File: config.mk
export PLATFORM = sky130hd
export DESIGN_NAME = alu_seq
export DESIGN_NICKNAME = d
export VERILOG_FILES = /design/src/rtl/alu_seq_pkg.sv /design/src/rtl/alu_divider.sv /design/src/rtl/alu_seq.sv
export SDC_FILE = /design/constraint.sdc
export NUM_CORES = 2
export LEC_CHECK = 0
export CORE_MARGIN = 3
export CORE_UTILIZATION = 50
export DETAILED_ROUTE_END_ITERATION = 10
export DONT_BUFFER_PORTS = 1
export GPL_TIMING_DRIVEN = 0
export MAX_ROUTING_LAYER = met4
export SLEW_MARGIN = 20
export SYNTH_ARGS = -nofsm -noshare
export SYNTH_HDL_FRONTEND = slang
export SYNTH_SLANG_ARGS = --single-unit
File: constraint.sdc
create_clock -name clk -period 15.25 [get_ports clk]
set_input_delay 1.525 -clock clk [delete_from_list [all_inputs] [get_ports clk]]
set_output_delay 1.525 -clock clk [all_outputs]
set_load 0.05 [all_outputs]
File: src/rtl/alu_seq_pkg.sv
// alu_seq_pkg: shared definitions for the sequential ALU.
//   - 5-bit opcode encodings (single-cycle set 0x00-0x0F, divide set 0x10-0x14)
//   - control FSM state encoding
//   - is_multicycle(): true for opcodes that run through the iterative divider
package alu_seq_pkg;

  localparam logic [4:0] OP_OR     = 5'h00;
  localparam logic [4:0] OP_AND    = 5'h01;
  localparam logic [4:0] OP_XOR    = 5'h02;
  localparam logic [4:0] OP_ADD    = 5'h03;
  localparam logic [4:0] OP_SUB    = 5'h04;
  localparam logic [4:0] OP_SHL    = 5'h05;
  localparam logic [4:0] OP_SHR    = 5'h06;
  localparam logic [4:0] OP_NOTA   = 5'h07;
  localparam logic [4:0] OP_MULS   = 5'h08;
  localparam logic [4:0] OP_MULU   = 5'h09;
  localparam logic [4:0] OP_SLT    = 5'h0A;
  localparam logic [4:0] OP_SLTU   = 5'h0B;
  localparam logic [4:0] OP_LOAD   = 5'h0C;
  localparam logic [4:0] OP_LOADHI = 5'h0D;
  localparam logic [4:0] OP_SHRS   = 5'h0E;
  localparam logic [4:0] OP_FPMULS = 5'h0F;
  localparam logic [4:0] OP_DIVS   = 5'h10;
  localparam logic [4:0] OP_DIVU   = 5'h11;
  localparam logic [4:0] OP_MODS   = 5'h12;
  localparam logic [4:0] OP_MODU   = 5'h13;
  localparam logic [4:0] OP_FPDIVS = 5'h14;

  typedef enum logic [1:0] {
    IDLE = 2'd0,
    DIV  = 2'd1,
    FIX  = 2'd2
  } state_t;

  function automatic logic is_multicycle(input logic [4:0] op);
    return (op >= OP_DIVS) && (op <= OP_FPDIVS);
  endfunction

endpackage

File: src/rtl/alu_divider.sv
// alu_divider: iterative restoring unsigned divider, one quotient bit per step.
// Ports:
//   clk, reset  - clock, synchronous active-high reset (clears all state)
//   load        - capture dividend/divisor and clear the partial remainder
//   step        - perform one restoring iteration
//   dividend    - DVD_W-bit dividend, consumed MSB first
//   divisor     - DVS_W-bit divisor
//   quotient    - low DVS_W bits of the quotient built so far
//   remainder   - current partial remainder (final after the last step)
// The dividend register doubles as the quotient register: dividend bits leave
// at the top while quotient bits enter at the bottom. Running fewer than DVD_W
// steps therefore divides only the top bits of the dividend.
module alu_divider #(
  parameter int DVD_W = 48,
  parameter int DVS_W = 32
) (
  input  logic             clk,
  input  logic             reset,
  input  logic             load,
  input  logic             step,
  input  logic [DVD_W-1:0] dividend,
  input  logic [DVS_W-1:0] divisor,
  output logic [DVS_W-1:0] quotient,
  output logic [DVS_W-1:0] remainder
);

  logic [DVD_W-1:0] dq;
  logic [DVS_W-1:0] rem;
  logic [DVS_W-1:0] dvs;
  logic [DVS_W:0]   trial;
  logic [DVS_W:0]   diff;

  // rem < dvs is invariant, so the shifted trial value fits in DVS_W+1 bits
  // and a non-negative difference always fits back into DVS_W bits.
  always_comb begin
    trial = {rem, dq[DVD_W-1]};
    diff  = trial - {1'b0, dvs};
  end

  always_ff @(posedge clk) begin
    if (reset) begin
      dq  <= '0;
      rem <= '0;
      dvs <= '0;
    end else if (load) begin
      dq  <= dividend;
      rem <= '0;
      dvs <= divisor;
    end else if (step) begin
      if (!diff[DVS_W]) begin
        rem <= diff[DVS_W-1:0];
        dq  <= {dq[DVD_W-2:0], 1'b1};
      end else begin
        rem <= trial[DVS_W-1:0];
        dq  <= {dq[DVD_W-2:0], 1'b0};
      end
    end
  end

  assign quotient  = dq[DVS_W-1:0];
  assign remainder = rem;

endmodule

File: src/rtl/alu_seq.sv
// alu_seq: sequential ALU for the CPU execute stage.
// Single-cycle ops (0x00-0x0F, 0x15-0x1F) complete one cycle after start;
// divide ops (0x10-0x14) run through an iterative divider and hold busy high.
// Ports:
//   clk     - clock, all state on rising edge
//   reset   - synchronous, active-high
//   start   - operation request, accepted only when busy=0
//   opcode  - operation select
//   a, b    - operands, sampled at an accepted start
//   y       - result register, holds until the next completion
//   done    - one-cycle pulse when y is updated
//   busy    - high while a divide is in progress
module alu_seq
  import alu_seq_pkg::*;
#(
  parameter int WIDTH = 32,
  parameter int FRAC  = 16
) (
  input  logic             clk,
  input  logic             reset,
  input  logic             start,
  input  logic [4:0]       opcode,
  input  logic [WIDTH-1:0] a,
  input  logic [WIDTH-1:0] b,
  output logic [WIDTH-1:0] y,
  output logic             done,
  output logic             busy
);

  localparam int DW    = WIDTH + FRAC;
  localparam int PW    = WIDTH + FRAC;
  localparam int CNT_W = $clog2(DW + 1);
  localparam int SH_W  = $clog2(WIDTH);
  localparam int HALF  = WIDTH / 2;
  localparam logic [WIDTH-1:0] SHIFT_LIM = WIDTH'(WIDTH);

  state_t           state, state_next;
  logic [CNT_W-1:0] cnt;
  logic [4:0]       op_r;
  logic [WIDTH-1:0] a_r;
  logic             a_neg, b_neg, b_zero;
  logic             div_load, div_step, fix_done, single_acc;

  logic             signed_op;
  logic [WIDTH-1:0] a_mag, b_mag;
  logic [WIDTH-1:0] div_q, div_r, div_y;

  logic signed [PW-1:0] a_ext, b_ext, prod;
  logic                 shift_big;
  logic [WIDTH-1:0]     alu_y;

  function automatic logic [WIDTH-1:0] neg_if(input logic [WIDTH-1:0] v, input logic n);
    return n ? -v : v;
  endfunction

  assign busy = (state != IDLE);

  // Operand conditioning: signed divides work on magnitudes; the dividend sits
  // left-aligned so WIDTH steps give a/b and WIDTH+FRAC steps give (a<<FRAC)/b.
  always_comb begin
    signed_op = (opcode != OP_DIVU) && (opcode != OP_MODU);
    a_mag     = (signed_op && a[WIDTH-1]) ? -a : a;
    b_mag     = (signed_op && b[WIDTH-1]) ? -b : b;
  end

  alu_divider #(
    .DVD_W (DW),
    .DVS_W (WIDTH)
  ) u_div (
    .clk       (clk),
    .reset     (reset),
    .load      (div_load),
    .step      (div_step),
    .dividend  ({a_mag, {FRAC{1'b0}}}),
    .divisor   (b_mag),
    .quotient  (div_q),
    .remainder (div_r)
  );

  // Single-cycle datapath. The product only needs WIDTH+FRAC bits: the low
  // WIDTH bits serve MULS/MULU, bits [WIDTH+FRAC-1:FRAC] serve FPMULS.
  always_comb begin
    a_ext     = {{FRAC{a[WIDTH-1]}}, a};
    b_ext     = {{FRAC{b[WIDTH-1]}}, b};
    prod      = a_ext * b_ext;
    shift_big = (b >= SHIFT_LIM);
    alu_y     = '0;
    case (opcode)
      OP_OR:     alu_y = a | b;
      OP_AND:    alu_y = a & b;
      OP_XOR:    alu_y = a ^ b;
      OP_ADD:    alu_y = a + b;
      OP_SUB:    alu_y = a - b;
      OP_SHL:    alu_y = shift_big ? '0 : (a << b[SH_W-1:0]);
      OP_SHR:    alu_y = shift_big ? '0 : (a >> b[SH_W-1:0]);
      OP_NOTA:   alu_y = ~a;
      OP_MULS,
      OP_MULU:   alu_y = prod[WIDTH-1:0];
      OP_SLT:    alu_y = {{(WIDTH-1){1'b0}}, ($signed(a) < $signed(b))};
      OP_SLTU:   alu_y = {{(WIDTH-1){1'b0}}, (a < b)};
      OP_LOAD:   alu_y = b;
      OP_LOADHI: alu_y = {b[HALF-1:0], a[HALF-1:0]};
      OP_SHRS:   alu_y = shift_big ? {WIDTH{a[WIDTH-1]}} : ($signed(a) >>> b[SH_W-1:0]);
      OP_FPMULS: alu_y = prod[WIDTH+FRAC-1:FRAC];
      default:   alu_y = '0;
    endcase
  end

  // Sign correction of the unsigned divider result. Divide-by-zero overrides
  // the raw divider output; most-negative / -1 falls out of the magnitude path.
  always_comb begin
    div_y = '0;
    case (op_r)
      OP_DIVS,
      OP_FPDIVS: div_y = b_zero ? '1  : neg_if(div_q, a_neg ^ b_neg);
      OP_DIVU:   div_y = b_zero ? '1  : div_q;
      OP_MODS:   div_y = b_zero ? a_r : neg_if(div_r, a_neg);
      OP_MODU:   div_y = b_zero ? a_r : div_r;
      default:   div_y = '0;
    endcase
  end

  // Control FSM: next state and strobes
  always_comb begin
    state_next = state;
    div_load   = 1'b0;
    div_step   = 1'b0;
    fix_done   = 1'b0;
    single_acc = 1'b0;
    case (state)
      IDLE: begin
        if (start) begin
          if (is_multicycle(opcode)) begin
            div_load   = 1'b1;
            state_next = DIV;
          end else begin
            single_acc = 1'b1;
          end
        end
      end
      DIV: begin
        div_step = 1'b1;
        if (cnt == CNT_W'(1)) state_next = FIX;
      end
      FIX: begin
        fix_done   = 1'b1;
        state_next = IDLE;
      end
      default: state_next = IDLE;
    endcase
  end

  // Registered state, operand side-information and result
  always_ff @(posedge clk) begin
    if (reset) begin
      state  <= IDLE;
      cnt    <= '0;
      op_r   <= '0;
      a_r    <= '0;
      a_neg  <= 1'b0;
      b_neg  <= 1'b0;
      b_zero <= 1'b0;
      y      <= '0;
      done   <= 1'b0;
    end else begin
      state <= state_next;
      done  <= 1'b0;
      if (div_load) begin
        cnt    <= (opcode == OP_FPDIVS) ? CNT_W'(DW) : CNT_W'(WIDTH);
        op_r   <= opcode;
        a_r    <= a;
        a_neg  <= signed_op & a[WIDTH-1];
        b_neg  <= signed_op & b[WIDTH-1];
        b_zero <= (b == '0);
      end else if (div_step) begin
        cnt <= cnt - CNT_W'(1);
      end
      if (fix_done) begin
        y    <= div_y;
        done <= 1'b1;
      end else if (single_acc) begin
        y    <= alu_y;
        done <= 1'b1;
      end
    end
  end

endmodule

**Word level (Yosys, flattened, before mapping)**

Index checks and enable logic that the tools add are counted.

- Mux-type cells: 36
- Reduce and logical (&&, ||, !) cells: 14
- Equal/unequal tests: 29
- Add/sub/neg operators: 8
- Magnitude comparators: 5
- Shift operators: 3
- Multiply operators: 1
- Bitwise logic cells: 7

Operator list:

| cell | number |
|---|---|
| $pmux 32 s15 | 1 |
| $mux 32 | 14 |
| $neg 32->32 | 4 |
| $pmux 32 s4 | 1 |
| $mux 48 | 2 |
| $lt 32x32->1 | 2 |
| $mul 32x32->48 | 1 |
| $eq 5x4->1 const B | 8 |
| $sub 33x32->33 | 1 |
| $add 32x32->32 | 1 |
| $and 32x32->32 | 1 |
| $ge 32x6->1 const B | 1 |
| $logic_not 32->1 | 1 |
| $not 32->32 | 1 |
| $or 32x32->32 | 1 |
| $shl 32x5->32 | 1 |
| $shr 32x5->32 | 1 |
| $sshr 32x5->32 | 1 |
| $sub 32x32->32 | 1 |
| $xor 32x32->32 | 1 |
| $eq 5x5->1 const B | 6 |
| $eq 5x3->1 const B | 4 |
| $mux 6 | 2 |
| $mux 1 | 11 |
| other kinds (21) | 35 |

- Register bits: 193
- Output and inout bits: 34
- Input bits: 72
- Word-level logic and storage cells: 116

**Longest topological paths before layout**

- Depth after elaboration: 7
- Mapped depth: 32
- Gate-level depth less buffers: 27

**Hierarchy**

Synthesis repeated with hierarchy kept, for this count alone.

- Cells, all modules: 6493
- Area, all modules: 51832.2 um2

By module, submodules not included:

| module | area each (um2) | seq. area each (um2) | instances | cells each |
|---|---|---|---|---|
| alu_seq | 45099.5 | 1621.6 | 1 | 5667 |
| alu_divider | 6732.7 | 2242.2 | 1 | 826 |

**Worst setup path after synthesis**

Ideal clock, no wire load.

- Path kind: input to register
- Start: input b[2]
- End: register y[31]
- Data arrival time: 9.774 ns
- Slack: 5.381 ns
- Data required time: 15.155 ns
- Cell stages on the path: 29
- Setup time: 0.095 ns
- Path buffers: 6
- Cell sequence: clkbuf_1 > clkbuf_1 > clkbuf_1 > clkbuf_1 > buf_1 > nand2_1 > inv_1 > fa_1 > fa_1 > fa_1 > inv_1 > fa_1 > inv_1 > fa_1 > fa_1 > fa_1 > fa_1 > ha_1 > clkbuf_1 > a21o_1 > a21o_1 > a21oi_1 > o21ai_0 > a221o_1 > or3_1 > a211oi_1 > o21a_1 > o21ai_0 > a221oi_1

- Cells in the longest elaborated chain, start to end: 5
- Elaborated cells on any way between the ends: 13
- Those cells by class: add/sub: 2; mul: 1; order compare: 1; shift: 3; mux: 6

RTL lines:

| item | line | text |
|---|---|---|
| from (decl) | alu_seq.sv:24 | `input logic [WIDTH-1:0] b,` |
| parallel branches: the longest is 2 deep, another holds $mul 32x32->48 | -- |  |
| $pmux 32 s15 * | alu_seq.sv:88 | `case (opcode)` |
| $mux 32 * | alu_seq.sv:181 | `end else if (single_acc) begin` |
| $mux 32 * | alu_seq.sv:178 | `if (fix_done) begin` |
| to (signal assigned) | alu_seq.sv:179 | `y <= div_y;` |
| to (signal assigned) | alu_seq.sv:182 | `y <= alu_y;` |
| to (decl) | alu_seq.sv:25 | `output logic [WIDTH-1:0] y,` |

Every way passes the cells marked *. The select of a mux whose other input is x is not followed.
A chain may end at the register's enable or synchronous reset.

**Worst setup path after layout**

- Start: input b[2]
- End: register y[28]

Same word-level chain as after synthesis.

==> summary.md <==
| Metric | Value |
|---|---|
| Largest net degree at the start of global routing | 24 |
| Reg-to-reg slack, setup | 10.80 ns |
| GPL Wtd Cong | 1.210 |
| Req. time, crit path | 15.64 ns |
| Gate Count Post-Synth | 6367 |
| GRT overflow | 0 |
| Number of flops mapped to enable cells by yosys | 0 |
| GRT Util Overall | 58.04% |
| Post-DP HPWL | 237000 um |
| Worst r2r src | u_div.dq[2] |
| Net count after synthesis | 7583 |
| Yosys cell types | 96 |
| CP max FO | 13 |
| Mapped Area | 50480 sq um |
| First-pass GRT wire length | 407500 um |
| Site Rows | 115 |
| Post-CTS setup buffer count | 0 |
| Post-Synth XOR/XNOR Area | 3.797% |
| Post-route setup slack | 1.391 ns |
| Top-count cell post-synth | inv_1 |
| Post-synth top area share | 33.39% |
| #FFs+latches synth | 193 |
| # nets final | 7617 |
| Seq/Total Area, Yosys | 7.653% |
| Die H | 323.8 um |
| Final Hold Viols | 0 |
| Crit. Startpoint | b[2] |
| Peak Freq | 72.16 MHz |
| Slew @ Worst Pin | 1.478 ns |
| Wirelength per Cell | 38.09 um |
| FF/Latch Area | 3864 sq um |
| Final min period | 13.86 ns |
| Slew Limit Fails | 0 |
| Clock Pin Slew Worst Setup and Hold Paths | 0.08 ns |
| Initial antenna violation count | 49 |
| DR vias/cell | 7.036 |
| Vias in the first global route | 52370 |
| Hold Crit Class | reg -> reg |
| Setup-failing EPs final | 0 |
| Number of synthesis warnings | 0 |
| RSZ-0062 raised after global routing | false |
| Slew HR | 0.1894% |
| RR Endpoint | y[25] |
| Die width | 323.8 um |
| Area of the multi-input gates | 41470 sq um |
| CP startpoint kind | input port |
| Final WL | 296500 um |
| DRT antenna net count | 0 |
| Setup crit end | y[28] |
| Most area-consuming cells after synthesis | fa_1 (33%), dfxtp_1 (7.7%), ha_1 (7.5%) |
| # fillers | 9506 |
| Post-synth top cells | inv_1 (889), nand2_1 (875), fa_1 (842), nor2_1 (722), clkbuf_1 (363) |
| Clk buf depth | 2 |
| Syn avg cell area | 7.929 sq um |
| Compound-cell area share of the yosys netlist | 16.48% |
| CTS Hold Bufs | 0 |
| Status | complete, but fails checks |
| Starting density of the core | 50.85% |
| Max Cap Viol | 1 |
| Worst setup path class | in -> reg |
| Layout area overhead | 5.509% |
| Cell mode on critical path | fa_1 |
| Clk sinks | 193 |
| Synth area leader | fa_1 |
| Period Utilization, post-route | 90.88% |
| Core ar. | 99280 sq um |
| Root Driver | clkbuf_16 |
| Setup_tns | 0 ns |
| Via count | 54770 |
| Worst EP arrival | 14.24 ns |
| Share of cells above drive strength 1 | 3.976% |
| Post-synthesis adder-cell area fraction | 40.87% |
| Failing checks | capacitance limit |
| Die area | 104800 sq um |
| # IOs | 106 |
| TritonCTS buffer count | 17 |
| IO buf count | 0 |
| Mux share of post-synthesis cell area | 3.430% |
| Slowest Stage Delay on Critical Path | 1.23 ns |
| Async set-or-reset flop fraction in the synthesized netlist | 0% |
| Place WS | 1.659 ns |
| Slowest cell on crit path | o41ai_1 |
| Synth Area in Simple Gates | 17.35% |
| CTS tree | built |
| Worst Reg2Reg Path Length in Cells | 11 |
| Critical path capture point type | flip-flop |
| H-tree levels | 4 |
| Ys flop type | dfxtp_1 |
| Clk_lat worst skew | 0.48 ns |
| Starting DRT DRC Count | 9193 |
| DRT Pass-1 Iters | 10 |
| Clk_skew | 0.01255 ns |
| DRC viols | 0 |
| Largest family of logic cells by synthesized area | adder cells |
| Post_cts resized | 0 |
-- logic make-up (layout without fill, tap and decap cells) --
| logic type | count (synthesis) | count (layout) |
|---|---|---|
| adders and majority gates | 1144 | 1144 |
| buffers and inverters | 1389 | 1436 |
| muxes | 122 | 122 |
| DFF | 193 | 193 |
| other | 0 | 83 |
| xor gates and xnor gates | 218 | 218 |
| AOI/OAI and AO/OA | 1256 | 1256 |
| and+or+nand+nor | 2045 | 2045 |
-- stage by stage --
stage	std cells	instance area [sq um]	util [%]	hold WS (ns)
2_1_floorplan	6367	50480	-	0.4319
3_3_place_gp	7654	52100	52.47	0.4529
3_5_place_dp	7663	52310	52.69	0.4583
4_1_cts	7695	52950	53.33	0.4691
5_1_grt	7766	53220	53.61	0.4988
6_report	7784	53270	53.65	0.4810
-- state kept, by name (all words and copies together), names as in the netlist, 2 cells and up --
name / count
u_div.dvs: 32
a_r: 32
op_r: 5
cnt: 6
u_div.dq: 48
state: 2
y: 32
u_div.remainder: 32
-- layer usage --
layer	share of wire (%)	GRT usage, %
met3	17	30.49
met2	38	74.53
met4	11	46.28
met5	0	-
met1	34	66.54
-- area by class of cell --
type / count / area share [%]
antenna: 83 / 0.3899
buffer: 471 / 3.523
clock buffer: 17 / 0.7986
clock inverter: 15 / 0.4064
inverter: 918 / 6.469
multi-input combinational: 4785 / 77.86
sequential: 193 / 7.254
tap: 1287 / 3.023
timing repair buffer: 15 / 0.2795
-- placed cells by master (no fill, tap or decap), types with 25 or more instances in the layout --
master,count
a22oi_1,55
nand3_1,54
xnor2_1,168
a21o_1,49
a211oi_1,74
nor2_1,717
a221oi_1,48
diode_2,83
nand2b_1,29
nor3_1,109
o41ai_1,25
xor2_1,49
nor4_1,34
or3_1,32
dfxtp_1,193
ha_1,302
inv_1,889
buf_1,72
nor2b_1,25
nand2_1,875
clkbuf_1,319
mux4_2,39
nand4_1,39
clkbuf_2,50
o21ai_0,233
o22ai_1,36
o31ai_1,33
a21oi_1,342
o211ai_1,56
mux2i_1,65
a31oi_1,51
fa_1,842
buf_2,32
-- worst max-delay path: cells and delay by family --
family,cells,cell delay [ns]
compound gates,8,3.26
fa+ha+maj,9,4.41
buf+inv,12,4.64
simple gates,2,0.34
-- worst min-delay path by stage --
stage / from / to / slack (ns) / depth (start not counted)
after detailed placement: a_r[0] / a_r[0] / 0.46 / 2
after CTS: a_r[0] / a_r[0] / 0.47 / 2
after global placement: a_r[0] / a_r[0] / 0.45 / 2
final: a_r[30] / a_r[30] / 0.48 / 2
after global routing: a_r[31] / a_r[31] / 0.50 / 2
after floorplan: u_div.dvs[20] / u_div.dvs[20] / 0.43 / 2
Power is left out: the tool's default activity adds up to more than one toggle a clock period on the data nets, which glitch-free logic cannot reach.
